==> config.mk <==
export PLATFORM = sky130hd
export DESIGN_NAME = ip_reg_target
export DESIGN_NICKNAME = d
export VERILOG_FILES = /design/src/rtl/ip_reg_target.sv
export SDC_FILE = /design/constraint.sdc
export NUM_CORES = 1
export LEC_CHECK = 0
export CAP_MARGIN = 20
export CORE_ASPECT_RATIO = 1.25
export CORE_MARGIN = 2
export CORE_UTILIZATION = 51
export DETAILED_ROUTE_END_ITERATION = 7
export PLACE_DENSITY = 0.81
export SKIP_CTS_REPAIR_TIMING = 1
export SLEW_MARGIN = 5
export SYNTH_ARGS = -nofsm -noshare
export SYNTH_HDL_FRONTEND = slang
export SYNTH_SLANG_ARGS = --single-unit
==> constraint.sdc <==
create_clock -name clock -period 6.1 [get_ports clock]
set_input_delay 1.22 -clock clock [delete_from_list [all_inputs] [get_ports clock]]
set_output_delay 1.22 -clock clock [all_outputs]
set_load 0.01 [all_outputs]
==> src/rtl/ip_reg_target.sv <==
// Register target for the DMA core: a four-state request/ack handshake in front of
// ID, SCRATCH, CONTROL, STATUS, interrupt status/enable and an event counter.
module ip_reg_target #(
    parameter logic [31:0] BASE_ADDR = 32'h0000_0000,
    parameter logic [31:0] ID_VALUE  = 32'h5043_4944
) (
    input  logic        clock,
    input  logic        reset,
    input  logic        registerSelectB,
    input  logic        registerReadB,
    input  logic [31:0] registerAddressB,
    input  logic [31:0] registerWriteDataB,
    output logic        registerAckB,
    output logic        registerErrorB,
    output logic [31:0] registerReadDataB,
    input  logic [31:0] statusIn,
    input  logic [7:0]  intEvent,
    output logic [7:0]  control,
    output logic        intOut
);

    typedef enum logic [1:0] {IDLE, ACCESS, ACK, RELEASE} stateT;

    stateT       state;
    logic [31:0] scratch;
    logic [7:0]  intStatus;
    logic [7:0]  intEnable;
    logic [31:0] eventCount;
    logic [31:0] holdData;
    logic        holdError;

    logic [4:0]  offset;
    logic        inRange;
    logic        accessError;
    logic        commit;
    logic        writeCommit;
    logic [31:0] readValue;
    logic [7:0]  intClearMask;
    logic        countClear;

    function automatic logic [3:0] popCount(input logic [7:0] v);
        logic [3:0] n;
        n = 4'd0;
        for (int i = 0; i < 8; i++) begin
            n = n + {3'b000, v[i]};
        end
        return n;
    endfunction

    assign offset      = registerAddressB[4:0];
    assign inRange     = (registerAddressB[31:5] == BASE_ADDR[31:5]);
    assign commit      = (state == ACCESS) && registerSelectB;
    assign writeCommit = commit && !registerReadB && !accessError;

    always_comb begin
        accessError = !inRange
                   || (offset[1:0] != 2'b00)
                   || (offset == 5'h1C)
                   || (!registerReadB && ((offset == 5'h00) || (offset == 5'h0C)));
    end

    always_comb begin
        readValue = 32'h0;
        case (offset)
            5'h00:   readValue = ID_VALUE;
            5'h04:   readValue = scratch;
            5'h08:   readValue = {24'h0, control};
            5'h0C:   readValue = statusIn;
            5'h10:   readValue = {24'h0, intStatus};
            5'h14:   readValue = {24'h0, intEnable};
            5'h18:   readValue = eventCount;
            default: readValue = 32'h0;
        endcase
    end

    always_comb begin
        intClearMask = 8'h00;
        countClear   = 1'b0;
        if (writeCommit && (offset == 5'h10)) begin
            intClearMask = registerWriteDataB[7:0];
        end
        if (writeCommit && (offset == 5'h18)) begin
            countClear = 1'b1;
        end
    end

    // Handshake: ack is driven out one cycle after the commit edge, from the held result.
    always_ff @(posedge clock or negedge reset) begin
        if (!reset) begin
            state             <= IDLE;
            registerAckB      <= 1'b0;
            registerErrorB    <= 1'b0;
            registerReadDataB <= 32'h0;
        end else begin
            registerAckB      <= 1'b0;
            registerErrorB    <= 1'b0;
            registerReadDataB <= 32'h0;
            case (state)
                IDLE: begin
                    if (registerSelectB) begin
                        state <= ACCESS;
                    end
                end
                ACCESS: begin
                    state <= registerSelectB ? ACK : IDLE;
                end
                ACK: begin
                    state             <= RELEASE;
                    registerAckB      <= 1'b1;
                    registerErrorB    <= holdError;
                    registerReadDataB <= holdData;
                end
                RELEASE: begin
                    if (!registerSelectB) begin
                        state <= IDLE;
                    end
                end
                default: state <= IDLE;
            endcase
        end
    end

    always_ff @(posedge clock) begin
        if (commit) begin
            holdError <= accessError;
            holdData  <= (registerReadB && !accessError) ? readValue : 32'h0;
        end
    end

    always_ff @(posedge clock or negedge reset) begin
        if (!reset) begin
            scratch    <= 32'h0;
            control    <= 8'h00;
            intEnable  <= 8'h00;
            intStatus  <= 8'h00;
            eventCount <= 32'h0;
            intOut     <= 1'b0;
        end else begin
            if (writeCommit && (offset == 5'h04)) begin
                scratch <= registerWriteDataB;
            end
            if (writeCommit && (offset == 5'h08)) begin
                control <= registerWriteDataB[7:0];
            end
            if (writeCommit && (offset == 5'h14)) begin
                intEnable <= registerWriteDataB[7:0];
            end
            // A new event wins over a same-cycle W1C clear of that bit.
            intStatus  <= (intStatus & ~intClearMask) | intEvent;
            eventCount <= (countClear ? 32'h0 : eventCount) + {28'h0, popCount(intEvent)};
            intOut     <= |(intStatus & intEnable);
        end
    end

endmodule

==> reports/metrics.yaml <==
global_routing:
  grt_usage: 0.2491
  antenna_found_initial: 0
  first_global_vias: 5539
  overflow: 0
  grt_pass1_wl_um: 29550
  grt_max_degree: 78
timing:
  finalCriticalPeriod_ps: 5207
  fin_tns_setup_ps: 0
  slew_viol_final: 0
  grt_setup_unrepaired: "false"
  skew_ps: 11.88
  slew_headroom: 0.3468
  fin_crit_sh: 0.8536
  hold_viol: 0
  fmax_ghz: 0.1920
  setup_viol: 0
  max_slew.worst_pin.slew_ps: 979.9
logic_synthesis:
  seq_area_frac_synth: 0.5675
  syn_inst: 577
  synth_mux_area_frac: 0.09550
  synthTopCellsByCount: "dfrtp_1, nor2_1, mux2_4"
  synth_edf_count: 33
  ys.flop_type: "dfrtp_1"
  synth_top_cell_by_area: "dfrtp_1"
  synth-async-reset-ratio: 0.7911
  synth_most_common_cell: "dfrtp_1"
  synth-simple-area-share: 0.1424
  synth_top_family_by_area: "simple AND/OR/NAND/NOR gates"
  synthAdderAreaFrac: 0.02551
  yosys-top-cells-area: "dfrtp_1, edfxtp_1, mux2_4, and2_1, a22oi_1"
  synth.distinct_cells: 57
  synth_area_per_cell_um2: 12.58
  yosysWarnings: 0
  synthXorXnorAreaFrac: 0.03137
  syn-cell-area_um2: 7258
  synth_compound_area_frac: 0.1100
  yosysTopAreaCellShare: 0.4310
  synth.ff_latch_count: 158
  syn-num-nets: 696
cts:
  cts_tree: "done"
  clk_pin_slew_ps: 70
  htreeDepth: 4
  cts_buffers: 17
  cts.sinks: 158
  insertion_delay_ps: 430
  cts.path.max_buffers: 2
  clockRootBuffer: "clkbuf_16"
finish:
  syn_to_final_growth_pct: 32.06
  multi_input_area_um2: 2954
  final_area_um2: 9585
  antennaDiodeCount: 0
  nets: 848
  drive_gt1_frac: 0.1563
  regArea_um2: 4119
  num-fill-cells: 974
status:
  failed_checks: "DRC"
  status: "finished, violations left"
power:
  ir_worst_vdd_mv: 0.2228
  powerDensity_nw_per_um2: 319.1
  p_leak_nw: 4.032
route:
  post_drt_wl_per_cell_um: 20.10
  first_iter_violations: 583
  vias: 5459
  avgViaCountPerCell: 5.953
  drt-total-wl_um: 18430
  drc: 6
  antenna_left: 0
  dr.pass1.iters: 8
floorplanning:
  die-area_um2: 15210
  die_y_um: 137.4
  io_pins: 151
  initial_core_util: 0.5232
  die_x_um: 110.7
  coreArea_um2: 13870
  num_rows: 48
critical_path:
  worst_setup_path_start_kind: "primary input"
  arrival_ps: 5520
  critPathRequiredTime_ps: 6410
  criticalPathCategory: "primary input to register"
  cp-end-kind: "register"
  cp_max_fo: 14
placement:
  dpl_cell_area_um2: 8922
  hpwl_um: 12950
  gp_congestion: 0.9453
  port_buffers: 150
worst_hold_path:
  hp-class: "register to register"
job:
  cap_violations: 0
layout make-up:
| cell class | instances | area share |
|---|---|---|
| sequential | 158 | 0.4297 |
| inverter | 13 | 0.005091 |
| clock buffer | 17 | 0.04438 |
| tap | 175 | 0.02284 |
| clock inverter | 15 | 0.01932 |
| timing repair buffer | 164 | 0.1705 |
| multi-input combinational | 375 | 0.3082 |
sequential cells by signal (all words and copies together) (netlist names), named ones only:
name,flops
control,8
eventCount,32
holdData,32
holdError,1
intEnable,8
intOut,1
intStatus,8
registerAckB,1
registerErrorB,1
registerReadDataB,32
scratch,32
state,1
stage by stage:
| stage | setup slack, ps | utilization | instances | power [mW] | hold WS, ps |
|---|---|---|---|---|---|
| after floorplan | 807.4 | - | 577 | 1.669 | 427.1 |
| final | 893.0 | 0.6909 | 917 | 3.059 | 447.4 |
| after global placement | 710.1 | 0.6431 | 882 | 1.978 | 432.4 |
| after CTS | 890.8 | 0.6871 | 914 | 3.072 | 447.2 |
| after detailed placement | 544.7 | 0.6431 | 882 | 2.012 | 434.4 |
| after global routing | 650.1 | 0.6909 | 917 | 3.208 | 464.0 |
critical path: stages:
cell and delay (ps):
clkdlybuf4s50_1 450, nor4_2 360, o211ai_2 210, nor4_4 340, and2_1 190, nand2b_1 130, fa_1 430, fa_1 520
fa_1 210, inv_1 70, fa_1 410, a21o_1 210, a21oi_1 140, buf_4 220, nand4b_1 150, xor2_1 180
nor2_1 50
power breakdown:
group | internal (mW) | switching (mW)
logic | 0.346 | 0.351
clock network | 0.558 | 0.501
registers | 1.23 | 0.0727
total | 2.13 | 0.925
final timing paths:
check	start	endpoint	slack, ps	cells after the start
min reg2reg	holdData[29]$_SDFFCE_PN0P_	registerReadDataB[29]$_DFF_PN0_	450	1
max in group asynchronous	reset	scratch[27]$_DFFE_PN0P_	3980	2
max	registerAddressB[18]	eventCount[18]$_DFF_PN0_	890	17
min	holdData[29]$_SDFFCE_PN0P_	registerReadDataB[29]$_DFF_PN0_	450	1
min in group asynchronous	reset	intStatus[4]$_DFF_PN0_	930	1
max reg2reg	state[0]$_DFFE_PN0P_	eventCount[18]$_DFF_PN0_	1990	16
per-layer routing:
metal / track usage / vias up / part of all wire
met5: 0 / - / 0
met4: 0.09792 / 0 / 0.034
met1: 0.3334 / 2676 / 0.41
met3: 0.05807 / 56 / 0.073
met2: 0.3991 / 296 / 0.48
li1: - / 2431 / -
placed cells by master, fill, tap and decap left out, types with 10 or more instances in the layout:
cell type,n
and2_1,36
buf_4,12
a222oi_1,17
edfxtp_1,33
mux2_4,38
mux2_2,10
a31oi_1,15
nand3_1,14
nor2_1,43
clkdlybuf4s50_1,149
dfrtp_1,125
nand2_1,29
a22oi_1,25
inv_1,12
xor2_1,13
clkbuf_16,17
a21o_1,11
xnor2_1,13
kinds of logic (layout without fill, tap and decap cells):
group / count (synthesis) / count (layout)
AO/OA/AOI/OAI: 104 / 104
XOR/XNOR: 26 / 26
adder cells (fa/ha/maj): 12 / 12
buffers and inverters: 44 / 209
flip-flops: 158 / 158
multiplexers: 49 / 49
AND/OR/NAND/NOR: 184 / 184
Note: power is estimated with default switching activity, not from simulation.
==> variant 1: new RTL, same flow settings <==
Make the reset (`reset`) synchronous in 2 clocked blocks.
--- a/src/rtl/ip_reg_target.sv
+++ b/src/rtl/ip_reg_target.sv
@@ -85,7 +85,7 @@
     end
 
     // Handshake: ack is driven out one cycle after the commit edge, from the held result.
-    always_ff @(posedge clock or negedge reset) begin
+    always_ff @(posedge clock) begin
         if (!reset) begin
             state             <= IDLE;
             registerAckB      <= 1'b0;
@@ -127,7 +127,7 @@
         end
     end
 
-    always_ff @(posedge clock or negedge reset) begin
+    always_ff @(posedge clock) begin
         if (!reset) begin
             scratch    <= 32'h0;
             control    <= 8'h00;
Behaviour: differs if reset is asserted again (counterexample within 4 cycles, from zero or initial values and one cycle with reset low); with reset held inactive, the same outputs for 10 cycles.
==> variant 1 against the original RTL <==
- clock skew is 0.0033 ns lower
- the flow still finishes with violations (DRC)
- critical endpoint is now eventCount[26]
- setup slack got worse by 0.041 ns
- design area shrank 5.2%
- global-route usage grew 0.94 points
- routed wire length hardly changed
- synthesized area shrank 5.8%
- sequential share of layout area down 4.5 points
- die area decreased by 5.6%
- sequential cell count stayed put
Power is not compared: it rests on default switching activity, and its combinational part moved more than twofold at a synthesized area within 25%.
==> variant 1: results (changes against the original RTL) <==
- HPWL after DPL: 12900 µm (-0.72%)
- F_max: 0.191 GHz (-0.78%)
- Top cells by count, synth: dfxtp_1, nand2_1, mux2i_1
- Ant. Diodes: 0 (unchanged)
- Met1 Wirelength: 7100 µm (-5.6%)
- Synthesized Nets: 800 (+15%)
- GR Layer Usage met1: 29.7% (-3.7 points)
- Synth area leaders: dfxtp_1, edfxtp_1, mux2i_1
- Synth Area in Compound Gates: 12.1% (+1.1 points)
- CP max-delay cell: a211oi_2
- Top_reg_cell synth: dfxtp_1
- Crit-path max cell delay: 0.61 ns (+0.09 ns)
- Met2 Track Usage GR: 46.6% (+6.7 points)
- Port Buffer Count: 150 (unchanged)
- DRC violation total after the first TritonRoute iteration: 513 (-12%)
- Sequential share of the synthesized area: 51.1% (-5.6 points)
- Crit Path Max Fanout: 10 (-4)
- Slew headroom: 30.9% (-3.7 points)
- Outcome: complete, but fails checks
- Largest net degree at the start of global routing: 91 (+17%)
- Unique cell type count in the Yosys netlist: 48 (-16%)
- Met2 wire len: 9700 µm (+8.7%)
- Worst r2r dst: eventCount[26]
- WL met3: 1130 µm (-16%)
- Crit path from: registerAddressB[19]
- Met3 usage: 5.72% (-0.083 points)
- Hold EP: registerReadDataB[27]
- XOR/XNOR share of the synthesized area: 3.33% (+0.19 points)
- Nets: 937 (+10%)
- Number of global-route vias before repair: 5809 (+4.9%)
- DRC Markers: 1 (-5)
- Dpl ws: 0.450 ns (-0.0946 ns)
- Tot GR Track Use: 25.9% (+0.94 points)
- Synth Area in Adders: 2.56% (+0.011 points)
- Vias per inst: 5.70 (-4.2%)
- Violated checks: DRC
- Global-route wire length before repair: 28600 µm (-3.1%)
- Wirelength per Cell: 18.4 µm (-8.4%)
- Worst Hold Path Cells: 1 (unchanged)
- Clock skew: 0.00854 ns (-0.00334 ns)
- Setup slack, reg-to-reg: 1.84 ns (-0.15 ns)
- Crit. End Element: flop
- GP Congestion: 0.830 (-12%)
- Worst skew pair latency: 0.42 ns
- Worst reg2reg path depth: 14 (-2)
- Post-synthesis mux area share: 7.32% (-2.2 points)
==> variant 1: cell count changes in the layout (fill, tap and decap cells not counted), moves of 22 or more <==
cell | before | now
a21oi_1 | 7 | 29
dfrtp_1 | 125 | 0
dfxtp_1 | 0 | 125
mux2_4 | 38 | 0
mux2i_1 | 1 | 50
nand2_1 | 29 | 116
==> variant 1: through the flow <==
step                      area (µm²)  instances  hold slack, ns
after floorplan                 6840        681           0.420
after global placement          8400        968           0.425
after detailed placement        8400        968           0.425
after CTS                       9050        999           0.438
after global routing            9080       1001           0.458
final                           9080       1001           0.438
==> variant 1: area by class of cell <==
class	instances	area, µm²
tap	171	214
sequential	158	3490
timing repair buffer	159	1580
fill	970	4090
multi-input combinational	467	3090
inverter	15	56.3
clock buffer	19	464
clock inverter	12	181
==> variant 1: worst max-delay path, delay by kind of cell <==
family	cells	cell delay [ns]
adders and majority gates	4	1.50
and+or+nand+nor	7	1.49
AOI/OAI and AO/OA	1	0.61
buffers and inverters	2	0.49
xor gates and xnor gates	1	0.20
==> variant 2: new RTL, config.mk and constraints unchanged <==
Without the edit above. Encoding of `stateT`: now one-hot (4 bits for 4 states).
--- a/src/rtl/ip_reg_target.sv
+++ b/src/rtl/ip_reg_target.sv
@@ -19,7 +19,7 @@
     output logic        intOut
 );
 
-    typedef enum logic [1:0] {IDLE, ACCESS, ACK, RELEASE} stateT;
+    typedef enum logic [3:0] {IDLE = 4'b0001, ACCESS = 4'b0010, ACK = 4'b0100, RELEASE = 4'b1000} stateT;
 
     stateT       state;
     logic [31:0] scratch;
Behaviour: no difference found for any inputs over 10 cycles, from zero or initial values and one cycle with reset low; not proved beyond that.
==> variant 2 against the original RTL <==
- the flow still finishes with violations (DRC)
- worst hold slack worse by 0.0027 ns
- total power down 11%
- register-to-register slack worse by 0.15 ns
- global-route usage up 0.69 points
- sequential share of layout area up 0.36 points
- setup slack better by 0.078 ns
- critical endpoint is now eventCount[22]
- via count up 3.0%
- combinational power down 34%
- maximum frequency up 1.5%
- routed wire length up 4.3%
- count of clock-buffer cells in the layout up 1
- synthesized area up 1.1%
- sequential cell count up 2
- design area up 0.40%
==> variant 2: results (changes against the original RTL) <==
- Wirelength per Cell: 20.6 µm (+2.5%)
- Worst reg2reg path depth: 14 (-2)
- Placed cell area: 9020 µm² (+1.1%)
- Async set-reset flop share out of synthesis: 79.4% (+0.26 points)
- FF-to-FF Start: state[2]
- Clock network share of area: 5.95% (-0.42 points)
- VDD IR-drop max: 0.000171 V (-23%)
- Non-Filler Instances: 933 (+1.7%)
- Slew @ Worst Pin: 1.10 ns (+0.120 ns)
- # clock sinks: 160 (+1.3%)
- DRC Markers: 16 (+10)
- Tot GR Track Use: 25.6% (+0.69 points)
- Inverters: 18 (+5)
- XOR/XNOR share of the synthesized area: 3.10% (-0.033 points)
- Net Sw Power: 0.761 mW (-18%)
- Clkbuf count: 18 (+1)
- Global-route wire length before repair: 30800 µm (+4.3%)
- Layout fillers: 978 (+0.41%)
- Crit Path Max Fanout: 5 (-9)
- Worst endpoint data arrival time: 5.43 ns (-0.09 ns)
- Outcome: complete, but fails checks
- Number of global-route vias before repair: 5712 (+3.1%)
- Pwr dens: 282 nW/µm² (-12%)
- Post-synthesis instance total: 589 (+2.1%)
- Multi-input gate count: 381 (+1.6%)
- Dpl ws: 0.531 ns (-0.0135 ns)
- Worst hold margin: 0.445 ns (-0.00275 ns)
- End point of the critical path: eventCount[22]
- Syn-to-layout area delta: 31.2%
- Vias: 5621 (+3.0%)
- Sequential share of the synthesized area: 56.9% (+0.11 points)
- Clock skew: 0.0128 ns (+0.000965 ns)
- Violated checks: DRC
- Crit path from: registerAddressB[6]
- Largest net degree at the start of global routing: 84 (+7.7%)
- Fraction of area in multi-input gates: 30.9% (+0.032 points)
- DRC violation total after the first TritonRoute iteration: 770 (+32%)
- Sw Share: 28.1% (-2.2 points)
- Share of layout cells above drive strength 1: 15.6% (about the same)
variant 2: cell types whose count changed in the layout (fill, tap and decap cells not counted), moves of 8 or more:
cell | before | now
a21oi_1 | 7 | 23
xor2_1 | 13 | 21
nor2_1 | 43 | 56
xnor2_1 | 13 | 5
a22oi_1 | 25 | 7
a21o_1 | 11 | 0
mux2_2 | 10 | 26
a221oi_1 | 1 | 9
mux2_4 | 38 | 30
variant 2: how the worst min path moves through the flow:
| stage | to | start | cells past startpoint |
|---|---|---|---|
| 2_1_floorplan | registerErrorB | holdError | 1 |
| 3_3_place_gp | registerReadDataB[8] | holdData[8] | 1 |
| 3_5_place_dp | registerReadDataB[0] | holdData[0] | 1 |
| 4_1_cts | registerReadDataB[0] | holdData[0] | 1 |
| 5_1_grt | registerReadDataB[30] | holdData[30] | 1 |
| 6_report | registerReadDataB[8] | holdData[8] | 1 |
variant 2: layer usage:
layer	GRT usage [%]	share of wire, %
met5	0	0
met4	8.38	3.2
met2	43.7	51
met1	33.5	38
met3	4.38	7.6
